## config.mk

```make
export PLATFORM = sky130hd
export DESIGN_NAME = serial_adder32
export DESIGN_NICKNAME = d
export VERILOG_FILES = /design/src/rtl/serial_adder32.sv
export SDC_FILE = /design/constraint.sdc
export NUM_CORES = 1
export LEC_CHECK = 0
export BUFFER_PORTS_ARGS = -buffer_cell sky130_fd_sc_hd__buf_2
export CAP_MARGIN = 10
export CORE_UTILIZATION = 40
export CTS_BUF_LIST = sky130_fd_sc_hd__clkbuf_8
export CTS_CLUSTER_DIAMETER = 80
export DETAILED_ROUTE_END_ITERATION = 16
export PLACE_DENSITY = 0.64
export SLEW_MARGIN = 10
export SYNTH_ARGS = -nofsm -noshare
export SYNTH_HDL_FRONTEND = slang
export SYNTH_SLANG_ARGS = --single-unit
```

## constraint.sdc

```tcl
create_clock -name clk -period 9.7 [get_ports clk]
set_input_delay 0.97 -clock clk [delete_from_list [all_inputs] [get_ports clk]]
set_output_delay 0.97 -clock clk [all_outputs]
set_load 0.01 [all_outputs]
```

## src/rtl/serial_adder32.sv

```systemverilog
// Serial ripple-carry adder: op1 + op2 + cin, STEP bits per clock, start/done handshake.
// Latency WIDTH/STEP+1 clocks from accepted start to done; start ignored while busy. OVERFLOW_EN enables ovf.
// No backpressure: result held in res until the next completed operation.
module serial_adder32 #(
    parameter int WIDTH = 32,
    parameter int STEP  = 4     // must divide WIDTH exactly
) (
    input  logic             clk,
    input  logic             rst_n,
    input  logic             start,
    input  logic [WIDTH-1:0] op1,
    input  logic [WIDTH-1:0] op2,
    input  logic             cin,
    output logic             busy,
    output logic             done,
    output logic [WIDTH-1:0] res,
    output logic             cout,
    output logic             ovf
);

    localparam int NCHUNK = WIDTH / STEP;
    localparam int CW     = (NCHUNK > 1) ? $clog2(NCHUNK) : 1;

    typedef enum logic {IDLE, RUN} state_t;

    state_t           state, state_nxt;
    logic [WIDTH-1:0] a_q, b_q, sum_q, res_q;
    logic             carry_q, cout_q, done_q;
    logic [CW-1:0]    cnt;

    logic [STEP:0]    chunk;
    logic [WIDTH-1:0] sum_full;
    logic             last;

    // Current chunk sum, and the working sum with this chunk merged in.
    always_comb begin
        chunk    = {1'b0, a_q[cnt*STEP +: STEP]} + {1'b0, b_q[cnt*STEP +: STEP]}
                 + {{STEP{1'b0}}, carry_q};
        sum_full = sum_q;
        sum_full[cnt*STEP +: STEP] = chunk[STEP-1:0];
        last     = (cnt == CW'(NCHUNK - 1));
    end

    always_ff @(posedge clk) begin
        if (!rst_n) state <= IDLE;
        else        state <= state_nxt;
    end

    always_comb begin
        state_nxt = state;
        case (state)
            IDLE:    if (start) state_nxt = RUN;
            RUN:     if (last)  state_nxt = IDLE;
            default: state_nxt = IDLE;
        endcase
    end

    always_comb begin
        busy = (state == RUN);
        done = done_q;
        res  = res_q;
        cout = cout_q;
    end

    always_ff @(posedge clk) begin
        if (!rst_n) begin
            a_q     <= '0;
            b_q     <= '0;
            sum_q   <= '0;
            carry_q <= 1'b0;
            cnt     <= '0;
            res_q   <= '0;
            cout_q  <= 1'b0;
            done_q  <= 1'b0;
        end else begin
            done_q <= 1'b0;
            case (state)
                IDLE: begin
                    if (start) begin
                        a_q     <= op1;
                        b_q     <= op2;
                        carry_q <= cin;
                        cnt     <= '0;
                    end
                end
                RUN: begin
                    sum_q   <= sum_full;
                    carry_q <= chunk[STEP];
                    cnt     <= cnt + 1'b1;
                    // Architectural outputs move only here, never mid-operation.
                    if (last) begin
                        res_q  <= sum_full;
                        cout_q <= chunk[STEP];
                        done_q <= 1'b1;
                    end
                end
                default: ;
            endcase
        end
    end

`ifdef OVERFLOW_EN
    logic ovf_q;

    always_ff @(posedge clk) begin
        if (!rst_n) begin
            ovf_q <= 1'b0;
        end else if (state == RUN && last) begin
            ovf_q <= (a_q[WIDTH-1] == b_q[WIDTH-1]) && (sum_full[WIDTH-1] != a_q[WIDTH-1]);
        end
    end

    assign ovf = ovf_q;
`else
    assign ovf = 1'b0;
`endif

endmodule
```

==> impl_metrics.ini <==
[routing]
drtAntennaViolNets = 0
drtPass1Iterations = 5
num_vias = 4904
wl_per_cell_um = 14.7
drt_iter0_drc = 330
vias_per_cell = 5.19
drc = 0
wl_um = 13900

[clock_tree]
numCtsBuffers = 17
cts.sinks = 135
path_clk_slew_ns = 0.07
postCtsSetupBuffers = 0
clockBufferDepth = 2
cts_htree_levels = 4
insertion_delay_ns = 0.45
cts-root-buf = clkbuf_8
cts_hold_buf = 0
cts_tree = done
ctsResizeCount = 0

[synthesis]
syn_inst = 671
syn-cell-area_mm2 = 0.00595
ys_types = 45
yosys_warnings = 0
synth_ff_type = dfxtp_1
syn_avg_cell_area_um2 = 8.87
synth-seq-cells = 135
synth-edff-count = 0
syn-num-nets = 751
synthArstFlopShare_pct = 0
synth_seq_area_share_pct = 45.4

[placed_design]
numPortBuffers = 102
place_area_mm2 = 0.00653
hpwl_um = 9510
routabilityCongestion = 0.822

[floorplan]
die_w_um = 124
ios = 104
die-height_um = 124
initial_core_util_pct = 40.9
dieArea_mm2 = 0.0154
coreArea_mm2 = 0.0145
num_rows = 44

[global_routing]
antenna_found_initial = 0
grt_usage_pct = 19.4
overflow = 0
grt_pass1_vias = 4726
grt_pass1_wl_um = 22800
grt_max_degree = 113

[layout]
multi_input_area_mm2 = 0.00306
synthToLayoutAreaGrowth_pct = 16.8
drive_gt1_share_pct = 21.3
fillCellCount = 1450
fin_area_mm2 = 0.00695
layout.nets = 827
antenna_cells = 0
utilization_pct = 47.8
seq_area_mm2 = 0.00270

[pwr]
comb_power_share_pct = 9.4
pwr-share-seq_pct = 50.1
netSwitchingPower_mw = 0.286
clkPwrFrac_pct = 40.5
swShare_pct = 24.6
ir_worst_vdd_mv = 0.102
power_leakage_nw = 2.90
totalPowerFinal_mw = 1.16
p_per_area_mw_per_mm2 = 167
power.internal_mw = 0.877

[critical_path]
crit_path_max_incr_delay_ns = 1.06
cp_max_fo = 24
startpoint = cnt[1]
worstPathRequired_ns = 10.00
path_class = register to register
cp_slowest_cell = dfxtp_1
crit_chain = mux4_2, nand2_1, nand2_1, fa_1, fa_1, xnor2_1, nor3_1, mux2i_1, o21ai_0
r2r_start = cnt[1]
worstSetupStartpointType = register
cp.arrival_ns = 4.15
crit_path_end_kind = register
rrSetupSlack_ns = 5.85

[sta]
setup_viol = 0
tns_ns = 0
worst_slew_pin_slew_ns = 1.15
min_period_ns = 3.85
fmax_mhz = 260
fin_skew_ns = 0.0123
whs_ns = 0.448
drv_slew = 0
hold_viol = 0
rsz0062_at_grt = no
relSlewSlack_pct = 23.2
fin_crit_sh_pct = 39.7

[status]
status = finished, final reports clean

[hold_path]
hp-start = res[4]
hold_class = register to register

[run]
drv_cap = 0
-- metal layers --
layer / global-route usage [%] / wire (um)
met5: 0 / 0
met4: 6.92 / 175
met3: 4.99 / 838
met2: 32.3 / 6630
met1: 24.3 / 6250
-- cell type report --
class                   instances  area share, %
flip-flops and latches        135           38.9
inverters                       5          0.270
clock inverters                10           1.48
clock buffers                  22           4.36
well taps                     184           3.31
multi-input cells             483           44.0
repair buffers                105           7.67
-- final timing paths --
| check | cells past startpoint | end |
|---|---|---|
| max | 9 | res[10] |
| min | 2 | res[4] |
| max reg2reg | 9 | res[10] |
| min reg2reg | 2 | res[4] |
-- power by group through the flow --
stage                     Combinational, mW  Clock, mW  Sequential, mW
after floorplan                      0.0789          0           0.590
after global placement                0.107          0           0.595
after detailed placement              0.109          0           0.595
after CTS                             0.110      0.480           0.583
after global routing                  0.123      0.503           0.584
final                                 0.109      0.471           0.582
-- layout by cell type (no fill, tap or decap), drive strengths merged, types with 2 or more instances in the layout --
master  synthesis  final
nand2         209    209
dfxtp         135    135
buf            15    105
a21boi         66     66
o21ai          35     35
mux2i          33     33
clkbuf         33     22
mux4           16     16
nand3          16     16
nor2           14     14
ha             10     10
nor2b          10     10
nor3            9      9
a21oi           9      9
inv             4      7
a32o            7      7
and3            6      6
a221o           6      6
nor3b           5      5
clkinv          1      5
nand4           4      4
or2             4      4
nand2b          3      3
or3             3      3
nor4            3      3
a21o            2      2
fa              2      2
bufinv          0      2
-- synthesized netlist by cell type (all sizes together), types with 4 or more instances --
library cell	count	share of area (%)
mux2i	33	5.6
a21oi	9	0.76
dfxtp	135	45
nor3	9	0.76
nor2	14	0.88
mux4	16	6.1
nand4	4	0.42
nor2b	10	1.1
buf	15	1.3
nand3	16	1.3
nand2	209	13
inv	4	0.25
nor3b	5	0.80
and3	6	0.63
a21boi	66	8.3
or2	4	0.42
clkbuf	33	2.1
a32o	7	1.2
o21ai	35	2.9
ha	10	2.1
a221o	6	1.0
-- cells by family (layout without fill, tap and decap cells) --
group | Yosys count | in the layout | share of synthesized area [%]
AOI/OAI and AO/OA | 130 | 130 | 15.2
xor gates and xnor gates | 1 | 1 | 0.147
adders and majority gates | 12 | 12 | 2.78
buffers and inverters | 53 | 142 | 3.70
DFF | 135 | 135 | 45.4
muxes | 50 | 50 | 11.8
other | 1 | 1 | 0.0630
and+or+nand+nor | 289 | 289 | 20.9
-- critical path, delay by kind of cell (launching register included) --
| family | cells | cell delay, ns |
|---|---|---|
| adder cells (fa/ha/maj) | 2 | 0.83 |
| flip-flops | 1 | 1.06 |
| XOR/XNOR | 1 | 0.53 |
| multiplexers | 2 | 0.86 |
| AO/OA/AOI/OAI | 1 | 0.11 |
| AND/OR/NAND/NOR | 3 | 0.33 |
-- stage by stage --
| step | setup slack (ns) | instances |
|---|---|---|
| floorplan | 6.33 | 671 |
| global placement | 5.43 | 912 |
| detailed placement | 5.34 | 912 |
| CTS | 5.54 | 944 |
| global route | 5.59 | 944 |
| finish | 5.85 | 944 |
-- sequential cells by signal, indices dropped and copies added (netlist names) --
name / flops
a_q: 32
b_q: 32
busy: 1
carry_q: 1
cnt: 3
cout: 1
done: 1
res: 32
sum_q: 32
No activity file was read; power rests on OpenSTA's default activity.
